--- src/rtl/avmm_lvds_bridge_tx_framer.sv ---
// avmm_lvds_bridge_tx_framer: tags FIFO read words as data/control and inserts TRAIN, SYNC and IDLE codes,
// with an elastic buffer soaking up input while control codes occupy the line.
module avmm_lvds_bridge_tx_framer #(
  parameter int         DATA_W      = 8,
  parameter int         DEPTH       = 16,
  parameter int         TRAIN_LEN   = 256,
  parameter int         SYNC_PERIOD = 1024,
  parameter logic [7:0] TRAIN_BYTE  = 8'h55,
  parameter logic [7:0] SYNC_BYTE   = 8'hBC,
  parameter logic [7:0] IDLE_BYTE   = 8'h00
) (
  input  logic              clk_i,
  input  logic              rst_i,
  input  logic [DATA_W-1:0] data_i,
  input  logic              valid_i,
  input  logic              retrain_i,
  output logic [DATA_W:0]   tx_data_o,
  output logic              training_o,
  output logic              overflow_o
);
  localparam int AW = $clog2(DEPTH);
  localparam int TW = $clog2(TRAIN_LEN + 1);
  localparam int SW = $clog2(SYNC_PERIOD);
  localparam logic [DATA_W-1:0] TRAIN_CODE = {(DATA_W/8){TRAIN_BYTE}};
  localparam logic [DATA_W-1:0] SYNC_CODE  = {(DATA_W/8){SYNC_BYTE}};
  localparam logic [DATA_W-1:0] IDLE_CODE  = {(DATA_W/8){IDLE_BYTE}};

  typedef enum logic {TRAIN, RUN} state_t;

  state_t            state_q;
  logic [TW-1:0]     train_cnt_q;
  logic [SW-1:0]     sync_cnt_q;
  logic [DATA_W-1:0] mem_q [DEPTH];
  logic [AW:0]       wr_ptr_q, rd_ptr_q;
  logic [DATA_W:0]   tx_q;
  logic              training_q, overflow_q;
  logic              empty, full, sync_due, pop, push;

  always_comb begin
    empty    = wr_ptr_q == rd_ptr_q;
    full     = (wr_ptr_q[AW-1:0] == rd_ptr_q[AW-1:0]) && (wr_ptr_q[AW] != rd_ptr_q[AW]);
    sync_due = sync_cnt_q == SW'(SYNC_PERIOD - 1);
    pop      = (state_q == RUN) && !retrain_i && !sync_due && !empty;
    push     = valid_i && (!full || pop);
  end

  // A retrain edge emits IDLE with training_o already high; the TRAIN_LEN TRAIN words follow.
  always_ff @(posedge clk_i) begin
    if (rst_i) begin
      state_q     <= TRAIN;
      train_cnt_q <= '0;
      sync_cnt_q  <= '0;
      wr_ptr_q    <= '0;
      rd_ptr_q    <= '0;
      tx_q        <= {1'b1, IDLE_CODE};
      training_q  <= 1'b0;
      overflow_q  <= 1'b0;
    end else begin
      if (push) begin
        mem_q[wr_ptr_q[AW-1:0]] <= data_i;
        wr_ptr_q                <= wr_ptr_q + 1'b1;
      end
      if (pop) rd_ptr_q <= rd_ptr_q + 1'b1;
      if (valid_i && !push) overflow_q <= 1'b1;
      if (state_q == TRAIN) begin
        tx_q        <= {1'b1, TRAIN_CODE};
        training_q  <= 1'b1;
        train_cnt_q <= train_cnt_q + 1'b1;
        if (train_cnt_q == TW'(TRAIN_LEN - 1)) begin
          state_q    <= RUN;
          sync_cnt_q <= '0;
        end
      end else if (retrain_i) begin
        state_q     <= TRAIN;
        train_cnt_q <= '0;
        training_q  <= 1'b1;
        tx_q        <= {1'b1, IDLE_CODE};
      end else begin
        training_q <= 1'b0;
        sync_cnt_q <= sync_due ? '0 : sync_cnt_q + 1'b1;
        tx_q       <= sync_due ? {1'b1, SYNC_CODE} :
                      !empty   ? {1'b0, mem_q[rd_ptr_q[AW-1:0]]} : {1'b1, IDLE_CODE};
      end
    end
  end

  assign tx_data_o  = tx_q;
  assign training_o = training_q;
  assign overflow_o = overflow_q;
endmodule

--- config.mk ---
export PLATFORM = sky130hd
export DESIGN_NAME = avmm_lvds_bridge_tx_framer
export DESIGN_NICKNAME = d
export VERILOG_FILES = /design/src/rtl/avmm_lvds_bridge_tx_framer.sv
export SDC_FILE = /design/constraint.sdc
export NUM_CORES = 1
export LEC_CHECK = 0
export ABC_CLOCK_PERIOD_IN_PS = 5200
export BUFFER_PORTS_ARGS = -buffer_cell sky130_fd_sc_hd__clkbuf_2
export CORE_MARGIN = 1
export CORE_UTILIZATION = 65
export DETAILED_ROUTE_END_ITERATION = 6
export GPL_ROUTABILITY_DRIVEN = 0
export PLACE_DENSITY = 0.84
export SLEW_MARGIN = 20
export SYNTH_ARGS = -nofsm -noshare
export SYNTH_HDL_FRONTEND = slang
export SYNTH_SLANG_ARGS = --single-unit
--- constraint.sdc ---
create_clock -name clk_i -period 5.2 [get_ports clk_i]
set_input_delay 0.26 -clock clk_i [delete_from_list [all_inputs] [get_ports clk_i]]
set_output_delay 0.26 -clock clk_i [all_outputs]
set_load 0.05 [all_outputs]
==> impl_results.html, run 1 <==
<table>
<tr><th>Metric</th><th>Value</th></tr>
<tr><th colspan="2">Critical path</th></tr>
<tr><td>Cell family with most CP delay</td><td>simple AND/OR/NAND/NOR gates</td></tr>
<tr><td>Kind of capture point of the worst setup path</td><td>flop</td></tr>
<tr><td>Ordered list of cells on the worst path</td><td>nand2b_1, a31oi_4, nor3_4, or3b_1, nor2_1</td></tr>
<tr><td>Largest stage delay on the critical path</td><td>0.72 ns</td></tr>
<tr><td>Classification of the worst setup path</td><td>flop to flop</td></tr>
<tr><td>Worst flop-to-flop path endpoint</td><td>mem_q[5][0]$_DFFE_PP_</td></tr>
<tr><td>Max Fanout on Critical Path</td><td>22</td></tr>
<tr><td>CP startpoint kind</td><td>flop</td></tr>
<tr><td>Register-to-register path setup slack</td><td>2.04 ns</td></tr>
<tr><td>Worst path buffer plus inverter count</td><td>0</td></tr>
<tr><td>Slowest cell on the critical path</td><td>sky130_fd_sc_hd__dfxtp_1</td></tr>
<tr><td>Arr. time, crit path</td><td>3.34 ns</td></tr>
<tr><td>Number of cell instances on the worst register-to-register path</td><td>5</td></tr>
<tr><td>Startpoint of the most critical register-to-register path</td><td>state_q$_SDFF_PP0_</td></tr>
<tr><td>Required arrival time at the worst endpoint</td><td>5.38 ns</td></tr>
<tr><th colspan="2">Cells and area</th></tr>
<tr><td>Net count of the finished layout</td><td>490</td></tr>
<tr><td>Final cell count without fillers</td><td>618</td></tr>
<tr><td>Relative area change from synthesis to final layout</td><td>10.8%</td></tr>
<tr><td>Fraction of layout instances using a drive strength above 1</td><td>20.1%</td></tr>
<tr><td>Antenna diode instance count</td><td>0</td></tr>
<tr><th colspan="2">Pwr</th></tr>
<tr><td>Static leakage</td><td>2.54 nW</td></tr>
<tr><td>Sw Ratio</td><td>21.2%</td></tr>
<tr><td>Internal Power</td><td>2.20 mW</td></tr>
<tr><td>Power consumption</td><td>2.79 mW</td></tr>
<tr><td>Combinational group share of total power</td><td>3.0%</td></tr>
<tr><td>Clock power share</td><td>43.2%</td></tr>
<tr><td>Sequential fraction of design power</td><td>53.9%</td></tr>
<tr><td>Maximum resistive drop on vdd</td><td>287 uV</td></tr>
<tr><td>NetSw</td><td>0.590 mW</td></tr>
<tr><td>Pwr per Cell Area</td><td>359 mW/mm^2</td></tr>
<tr><th colspan="2">Clocking</th></tr>
<tr><td>Clock-pin slew reported for the worst setup and hold paths after clock tree synthesis</td><td>0.07 ns</td></tr>
<tr><td>TritonCTS buffer count</td><td>17</td></tr>
<tr><td>Setup fix buffers added after clock tree synthesis</td><td>0</td></tr>
<tr><td>Clock tree buffer depth</td><td>2</td></tr>
<tr><td>Root cell of the clock tree</td><td>sky130_fd_sc_hd__clkbuf_8</td></tr>
<tr><td>CTS tree</td><td>done</td></tr>
<tr><td>CTS sink count</td><td>173</td></tr>
<tr><td>Number of gates resized after cts</td><td>0</td></tr>
<tr><td>Cts-stage hold buffer count</td><td>0</td></tr>
<tr><td>Insertion delay to the later sink of the worst-skew pair</td><td>0.55 ns</td></tr>
<tr><td># H-tree levels</td><td>4</td></tr>
<tr><th colspan="2">Synth</th></tr>
<tr><td>Simple-gate share of the synthesized area</td><td>9.39%</td></tr>
<tr><td>#FFs+latches synth</td><td>173</td></tr>
<tr><td>Largest family of logic cells by synthesized area</td><td>multiplexers</td></tr>
<tr><td>Area fraction in compound gates after synthesis</td><td>5.36%</td></tr>
<tr><td>Portion of netlist area occupied by mux cells</td><td>12.6%</td></tr>
<tr><td>Synthesized netlist cell count</td><td>448</td></tr>
<tr><td>Syn_area_per_cell</td><td>15.6 um^2</td></tr>
<tr><td>Fraction of registers with async set or reset after synthesis</td><td>0%</td></tr>
<tr><td>Post-Synthesis Cell Area</td><td>0.00701 mm^2</td></tr>
<tr><td>XOR/XNOR share of the synthesized area</td><td>1.50%</td></tr>
<tr><td>Adder and majority gate portion of the synthesized area</td><td>1.43%</td></tr>
<tr><td>Yosys warning total</td><td>0</td></tr>
<tr><td>Number of flops mapped to enable cells by yosys</td><td>128</td></tr>
<tr><td>Netlist cell types</td><td>51</td></tr>
<tr><td>Synth Net Count</td><td>468</td></tr>
<tr><td>Most used flip-flop cell after synthesis</td><td>sky130_fd_sc_hd__edfxtp_1</td></tr>
<tr><td>Sequential share of the synthesized area</td><td>67.7%</td></tr>
<tr><th colspan="2">Timing</th></tr>
<tr><td>Ratio of final minimum period to clock period</td><td>60.8%</td></tr>
<tr><td>Worst Hold Margin</td><td>0.0694 ns</td></tr>
<tr><td>Slew of the pin with the lowest slew margin</td><td>1.04 ns</td></tr>
<tr><td>Total negative setup slack</td><td>0 ns</td></tr>
<tr><td>Headroom to the max-slew limit</td><td>30.1%</td></tr>
<tr><td>Setup Skew</td><td>0.00790 ns</td></tr>
<tr><td>Minimum clock period</td><td>3.16 ns</td></tr>
<tr><td>Max-slew violation count</td><td>0</td></tr>
<tr><td>Timing-limited maximum frequency</td><td>316 MHz</td></tr>
<tr><td>Count of final hold-check violations</td><td>0</td></tr>
<tr><td>Final Setup Violations</td><td>0</td></tr>
<tr><td>RSZ-0062 raised after global routing</td><td>false</td></tr>
<tr><th colspan="2">Routing</th></tr>
<tr><td>Count of TritonRoute iterations in the first routing pass</td><td>5</td></tr>
<tr><td>Via/cell ratio</td><td>6.67</td></tr>
<tr><td>Residual antenna-violating net count after detailed routing</td><td>0</td></tr>
<tr><td>Iteration-0 DRC Markers</td><td>460</td></tr>
<tr><td>Routed length per instance</td><td>25.0 um</td></tr>
<tr><td>Drt total wl</td><td>15.4 mm</td></tr>
<tr><td>Post-detailed-route DRC marker count</td><td>0</td></tr>
<tr><td>Detailed-route via count</td><td>4,124</td></tr>
<tr><th colspan="2">Global routing</th></tr>
<tr><td>Global-route total usage across every layer</td><td>30.3%</td></tr>
<tr><td>Total congestion overflow after global routing</td><td>0</td></tr>
<tr><td>Wire length of the first global-routing pass</td><td>23.4 mm</td></tr>
<tr><td>Largest net degree at the start of global routing</td><td>42</td></tr>
<tr><td>Antenna violations before repair</td><td>0</td></tr>
<tr><td>Vias in the first global route</td><td>4,051</td></tr>
<tr><th colspan="2">Floorplanning</th></tr>
<tr><td>Number of placed I/O pins</td><td>23</td></tr>
<tr><td>Number of rows created at floorplan</td><td>37</td></tr>
<tr><td>Initial standard-cell utilization of the core</td><td>67.6%</td></tr>
<tr><td>Die extent in y</td><td>106 um</td></tr>
<tr><td>Core region area</td><td>0.0104 mm^2</td></tr>
<tr><td>Horizontal die dimension</td><td>106 um</td></tr>
<tr><td>Full die area</td><td>0.0112 mm^2</td></tr>
<tr><th colspan="2">Min path</th></tr>
<tr><td>Hold path startpoint</td><td>valid_i</td></tr>
<tr><td>Worst min path class</td><td>primary input to flop</td></tr>
<tr><td>Terminating pin of the worst hold path</td><td>overflow_o$_SDFFE_PP0P_</td></tr>
<tr><td>Cells on Worst Hold Path</td><td>3</td></tr>
<tr><th colspan="2">Place</th></tr>
<tr><td>Cell total after placement</td><td>587</td></tr>
<tr><td>Detailed placement HPWL</td><td>9.70 mm</td></tr>
<tr><td>Count of input and output buffers</td><td>22</td></tr>
<tr><th colspan="2">Flow run</th></tr>
<tr><td>Max-cap viol count</td><td>0</td></tr>
<tr><th colspan="2">Run status</th></tr>
<tr><td>Status</td><td>finished clean</td></tr>
</table>
## stage by stage
step / util (%) / worst slack, ns / area [um^2]
floorplan: - / 2.62 / 7010
global placement: 69.3 / 2.28 / 7190
detailed placement: 69.3 / 2.15 / 7190
CTS: 74.7 / 2.06 / 7750
global route: 74.9 / 1.87 / 7760
finish: 74.9 / 2.04 / 7760
## tightest hold or removal path, stage by stage
cell,delay [ns]
sky130_fd_sc_hd__clkbuf_2,0.15
sky130_fd_sc_hd__a21oi_1,0.08
sky130_fd_sc_hd__nor2_1,0.08
## layout make-up
| type | count | area (um^2) |
|---|---|---|
| inverters | 3 | 11.3 |
| clock buffers | 17 | 414 |
| multi-input cells | 249 | 2130 |
| well taps | 136 | 170 |
| flip-flops and latches | 173 | 4750 |
| repair buffers | 26 | 140 |
| fillers | 601 | 2610 |
| clock inverters | 14 | 145 |
## flip-flops by register name, summed over array words and instances, names as in the netlist, named ones only
name	flops
mem_q	128
sync_cnt_q	10
state_q	1
wr_ptr_q	5
tx_data_o	9
rd_ptr_q	5
training_o	1
overflow_o	1
train_cnt_q	9
## kinds of logic after synthesis
family | count (synthesis)
flops | 173
mux | 44
simple gates | 130
buf+inv | 26
xor+xnor | 12
compound gates | 55
fa+ha+maj | 8
## worst max path at each step
stage / slack, ns / cells after the start / to / startpoint
2_1_floorplan: 2.62 / 7 / mem_q[0][0]$_DFFE_PP_ / sync_cnt_q[0]$_SDFFE_PP0P_
3_3_place_gp: 2.28 / 5 / mem_q[5][2]$_DFFE_PP_ / state_q$_SDFF_PP0_
3_5_place_dp: 2.15 / 5 / mem_q[5][2]$_DFFE_PP_ / state_q$_SDFF_PP0_
4_1_cts: 2.06 / 5 / mem_q[5][0]$_DFFE_PP_ / state_q$_SDFF_PP0_
5_1_grt: 1.87 / 5 / mem_q[5][3]$_DFFE_PP_ / state_q$_SDFF_PP0_
6_report: 2.04 / 5 / mem_q[5][0]$_DFFE_PP_ / state_q$_SDFF_PP0_
## Yosys cell counts (all sizes together) (7+ instances only)
master / instances / area share, %
a21oi: 15 / 1.1
a22oi: 7 / 0.75
and3: 13 / 1.2
buf: 13 / 1.3
clkbuf: 10 / 0.54
dfxtp: 45 / 13
edfxtp: 128 / 55
ha: 8 / 1.4
mux2i: 7 / 1.0
mux4: 33 / 11
nand2: 22 / 1.2
nand3: 10 / 0.71
nor2: 43 / 2.3
nor2b: 7 / 0.73
nor3: 9 / 0.80
o21ai: 13 / 0.93
## metal layers
metal  track usage (%)  part of all wire (%)  routed length, um  vias up
met5                 0                     0                  0        -
met4              11.8                   2.8                436        0
met3              8.60                   9.4               1450       32
met2              50.0                    51               7840      231
met1              38.3                    37               5720     2066
li1                  -                     -                  -     1795
## placed cells by master, fill, tap and decap left out, drive strengths merged, types with 3 or more instances in the layout
master  count
mux2        4
o211ai      3
ha          8
a22oi       7
clkbuf     39
and3       13
nor2b       7
nor3        9
nand4       6
nand3      10
edfxtp    128
o21ai      13
xor2        6
xnor2       6
dfxtp      45
clkinv      8
inv         5
nor4        4
a21oi      15
nand2      22
nor2       43
mux2i       7
buf         4
or2         4
nand2b      3
a311oi      3
mux4       33
## power by group through the flow
stage | registers, mW | logic [mW] | clock network [mW]
2_1_floorplan | 1.54 | 0.0362 | 0
5_1_grt | 1.50 | 0.0886 | 1.26
6_report | 1.50 | 0.0826 | 1.20
3_5_place_dp | 1.53 | 0.0812 | 0
4_1_cts | 1.50 | 0.0827 | 1.21
3_3_place_gp | 1.53 | 0.0776 | 0
No activity file was read; power rests on OpenSTA's default activity.
==> inputs of run 2 (changes only) <==
ABC_CLOCK_PERIOD_IN_PS = 2530   (was 5200)
CORE_UTILIZATION = 55   (was 65)
PLACE_DENSITY = 0.76   (was 0.84)
clock period = 2.53 ns   (was 5.2 ns; I/O delays follow)
==> run 2 against run 1 <==
- hold slack lost 0.037 ns
- via count shrank 0.12%
- flip-flop and latch count is the same
- die area grew 18%
- first-iteration DRC count shrank 3.3%
- sequential share of layout area shrank 2.4 points
- maximum frequency grew 34%
- count of clock-buffer cells in the layout grew 1
- largest cell class unchanged
==> impl_results.html, run 2 (synthesized netlist as in run 1, its figures left out) <==
<table>
<tr><th>Metric</th><th>Value</th></tr>
<tr><th colspan="2">Timing</th></tr>
<tr><td>Max-slew violation count</td><td>0 (unchanged)</td></tr>
<tr><td>Minimum clock period</td><td>2.36 ns (was 3.16 ns)</td></tr>
<tr><td>Slew of the pin with the lowest slew margin</td><td>0.463 ns (was 1.04 ns)</td></tr>
<tr><td>RSZ-0062 raised after global routing</td><td>false (unchanged)</td></tr>
<tr><td>Setup Skew</td><td>0.00768 ns (was 0.00790 ns)</td></tr>
<tr><td>Final Setup Violations</td><td>0 (unchanged)</td></tr>
<tr><td>Ratio of final minimum period to clock period</td><td>93.3% (was 60.8%)</td></tr>
<tr><td>Count of final hold-check violations</td><td>0 (unchanged)</td></tr>
<tr><td>Timing-limited maximum frequency</td><td>424 MHz (was 316 MHz)</td></tr>
<tr><td>Headroom to the max-slew limit</td><td>69.1% (was 30.1%)</td></tr>
<tr><th colspan="2">Global routing</th></tr>
<tr><td>Vias in the first global route</td><td>3,946 (was 4,051)</td></tr>
<tr><td>Global-route total usage across every layer</td><td>24.0% (was 30.3%)</td></tr>
<tr><td>Wire length of the first global-routing pass</td><td>22.2 mm (was 23.4 mm)</td></tr>
<tr><td>Antenna violations before repair</td><td>1 (was 0)</td></tr>
<tr><td>Total congestion overflow after global routing</td><td>0 (unchanged)</td></tr>
<tr><td>Largest net degree at the start of global routing</td><td>39 (was 42)</td></tr>
<tr><th colspan="2">Clocking</th></tr>
<tr><td>CTS sink count</td><td>173 (unchanged)</td></tr>
<tr><td># H-tree levels</td><td>4 (unchanged)</td></tr>
<tr><td>Clock-pin slew reported for the worst setup and hold paths after clock tree synthesis</td><td>0.07 ns (about the same)</td></tr>
<tr><td>TritonCTS buffer count</td><td>17 (unchanged)</td></tr>
<tr><td>Clock tree buffer depth</td><td>2 (unchanged)</td></tr>
<tr><td>Setup fix buffers added after clock tree synthesis</td><td>0 (unchanged)</td></tr>
<tr><td>CTS tree</td><td>done (unchanged)</td></tr>
<tr><td>Insertion delay to the later sink of the worst-skew pair</td><td>0.43 ns (was 0.55 ns)</td></tr>
<tr><td>Root cell of the clock tree</td><td>sky130_fd_sc_hd__clkbuf_16 (was sky130_fd_sc_hd__clkbuf_8)</td></tr>
<tr><th colspan="2">Critical path</th></tr>
<tr><td>Critical Path Start</td><td>train_cnt_q[0]$_SDFFE_PP0P_ (was state_q$_SDFF_PP0_)</td></tr>
<tr><td>Kind of capture point of the worst setup path</td><td>flop (unchanged)</td></tr>
<tr><td>Startpoint of the most critical register-to-register path</td><td>train_cnt_q[0]$_SDFFE_PP0P_ (was state_q$_SDFF_PP0_)</td></tr>
<tr><td>Arr. time, crit path</td><td>2.71 ns (was 3.34 ns)</td></tr>
<tr><td>Classification of the worst setup path</td><td>flop to flop (unchanged)</td></tr>
<tr><td>Required arrival time at the worst endpoint</td><td>2.88 ns (was 5.38 ns)</td></tr>
<tr><td>CP startpoint kind</td><td>flop (unchanged)</td></tr>
<tr><td>Max Fanout on Critical Path</td><td>6 (was 22)</td></tr>
<tr><th colspan="2">Cells and area</th></tr>
<tr><td>Relative area change from synthesis to final layout</td><td>15.1% (was 10.8%)</td></tr>
<tr><td>Max FFs per register</td><td>128 (unchanged)</td></tr>
<tr><td>Antenna diode instance count</td><td>0 (unchanged)</td></tr>
<tr><td>Commonest non-fill, non-tap cell in the layout</td><td>sky130_fd_sc_hd__edfxtp_1 (unchanged)</td></tr>
<tr><td>Fraction of layout instances using a drive strength above 1</td><td>23.5% (was 20.1%)</td></tr>
<tr><td>Filler instances</td><td>861 (was 601)</td></tr>
<tr><td>Net count of the finished layout</td><td>517 (was 490)</td></tr>
<tr><td>Commonest non-fill, non-tap cells in the layout</td><td>128 x sky130_fd_sc_hd__edfxtp_1, 44 x sky130_fd_sc_hd__dfxtp_1, 43 x sky130_fd_sc_hd__nor2_1 (was 128 x sky130_fd_sc_hd__edfxtp_1, 43 x sky130_fd_sc_hd__nor2_1, 43 x sky130_fd_sc_hd__dfxtp_1)</td></tr>
<tr><td>Post-route cell area</td><td>0.00807 mm^2 (was 0.00776 mm^2)</td></tr>
<tr><th colspan="2">Pwr</th></tr>
<tr><td>Power consumption</td><td>5.98 mW (was 2.79 mW)</td></tr>
<tr><td>Static leakage</td><td>2.71 nW (was 2.54 nW)</td></tr>
<tr><td>Sequential fraction of design power</td><td>51.6% (was 53.9%)</td></tr>
<tr><td>Pwr per Cell Area</td><td>741 mW/mm^2 (was 359 mW/mm^2)</td></tr>
<tr><td>Sw Ratio</td><td>20.1% (was 21.2%)</td></tr>
<tr><td>Internal Power</td><td>4.78 mW (was 2.20 mW)</td></tr>
<tr><td>Maximum resistive drop on vdd</td><td>504 uV (was 287 uV)</td></tr>
<tr><td>Combinational group share of total power</td><td>2.9% (was 3.0%)</td></tr>
<tr><td>NetSw</td><td>1.20 mW (was 0.590 mW)</td></tr>
<tr><td>Clock power share</td><td>45.6% (was 43.2%)</td></tr>
<tr><th colspan="2">Floorplanning</th></tr>
<tr><td>Number of rows created at floorplan</td><td>40 (was 37)</td></tr>
<tr><td>Number of placed I/O pins</td><td>23 (unchanged)</td></tr>
<tr><td>Core region area</td><td>0.0122 mm^2 (was 0.0104 mm^2)</td></tr>
<tr><td>Die extent in y</td><td>115 um (was 106 um)</td></tr>
<tr><td>Initial standard-cell utilization of the core</td><td>57.4% (was 67.6%)</td></tr>
<tr><td>Full die area</td><td>0.0132 mm^2 (was 0.0112 mm^2)</td></tr>
<tr><td>Horizontal die dimension</td><td>115 um (was 106 um)</td></tr>
<tr><th colspan="2">Routing</th></tr>
<tr><td>Count of TritonRoute iterations in the first routing pass</td><td>5 (unchanged)</td></tr>
<tr><td>Detailed-route via count</td><td>4,119 (was 4,124)</td></tr>
<tr><td>Routed length per instance</td><td>21.1 um (was 25.0 um)</td></tr>
<tr><td>Via/cell ratio</td><td>6.08 (was 6.67)</td></tr>
<tr><td>Residual antenna-violating net count after detailed routing</td><td>0 (unchanged)</td></tr>
<tr><td>Iteration-0 DRC Markers</td><td>445 (was 460)</td></tr>
<tr><td>Drt total wl</td><td>14.3 mm (was 15.4 mm)</td></tr>
<tr><td>Post-detailed-route DRC marker count</td><td>0 (unchanged)</td></tr>
<tr><th colspan="2">Min path</th></tr>
<tr><td>Hold path startpoint</td><td>valid_i (unchanged)</td></tr>
<tr><td>Worst min path class</td><td>primary input to flop (unchanged)</td></tr>
<tr><th colspan="2">Run status</th></tr>
<tr><td>Status</td><td>finished clean (unchanged)</td></tr>
<tr><th colspan="2">Flow run</th></tr>
<tr><td>Max-cap viol count</td><td>0 (unchanged)</td></tr>
<tr><th colspan="2">Place</th></tr>
<tr><td>Placement-stage cell area</td><td>0.00744 mm^2 (was 0.00719 mm^2)</td></tr>
<tr><td>Count of input and output buffers</td><td>22 (unchanged)</td></tr>
<tr><td>Detailed placement HPWL</td><td>9.27 mm (was 9.70 mm)</td></tr>
</table>
run 2: worst max-delay path, stage by stage, from the launching register on:
cell and delay, ns:
sky130_fd_sc_hd__dfxtp_1 0.35, sky130_fd_sc_hd__ha_1 0.24, sky130_fd_sc_hd__and3_1 0.21, sky130_fd_sc_hd__and3_1 0.21
sky130_fd_sc_hd__and3_1 0.20, sky130_fd_sc_hd__ha_1 0.19, sky130_fd_sc_hd__nor2b_1 0.16, sky130_fd_sc_hd__nor2_1 0.35
sky130_fd_sc_hd__o21ai_0 0.19, sky130_fd_sc_hd__a21oi_1 0.19
run 2: power by group through the flow:
stage | Combinational [mW] | Clock, mW | Sequential (mW)
global route | 0.187 | 2.86 | 3.09
global placement | 0.163 | 0 | 3.14
CTS | 0.172 | 2.75 | 3.08
detailed placement | 0.169 | 0 | 3.15
finish | 0.172 | 2.73 | 3.08
floorplan | 0.0744 | 0 | 3.16
run 2: routing by layer:
layer	part of all wire, %	vias to the layer above	track usage (%)
met3	7.4	38	6.33
met1	42	2067	32.6
met2	47	163	36.0
met5	0.091	-	0
met4	3.4	2	12.4
li1	-	1849	-
run 2: layout make-up:
class	count	area [um^2]	share of cell area [%]
Clock buffer	18	429	5.32
Sequential cell	173	4750	58.8
Timing Repair Buffer	53	358	4.43
Inverter	3	11.3	0.140
Tap cell	168	210	2.60
Multi-Input combinational cell	249	2120	26.3
Clock inverter	14	193	2.39
run 2: worst paths after layout:
path,to,slack [ns],depth (start not counted)
min,overflow_o$_SDFFE_PP0P_,0.03,3
max,sync_cnt_q[5]$_SDFFE_PP0P_,0.17,9
min reg2reg,overflow_o$_SDFFE_PP0P_,0.48,2
max reg2reg,sync_cnt_q[5]$_SDFFE_PP0P_,0.17,9
run 2: repair_timing:
| item | CTS | global route |
|---|---|---|
| gates resized for setup | 0 | 0 |
| hold endpoints to repair | 1 | 0 |
| hold buffers | 1 | 0 |
run 2: per-stage QoR:
step | instances | hold WS, ns | utilization (%) | setup TNS [ns] | worst slack, ns
6_report | 678 | 0.0325 | 66.1 | 0 | 0.171
5_1_grt | 678 | 0.0423 | 66.1 | 0 | 0.0327
4_1_cts | 678 | 0.0165 | 66.1 | 0 | 0.223
3_5_place_dp | 645 | 0.359 | 60.9 | 0 | 0.297
3_3_place_gp | 645 | 0.348 | 60.9 | 0 | 0.381
2_1_floorplan | 448 | 0.225 | - | -1.27 | -0.0527
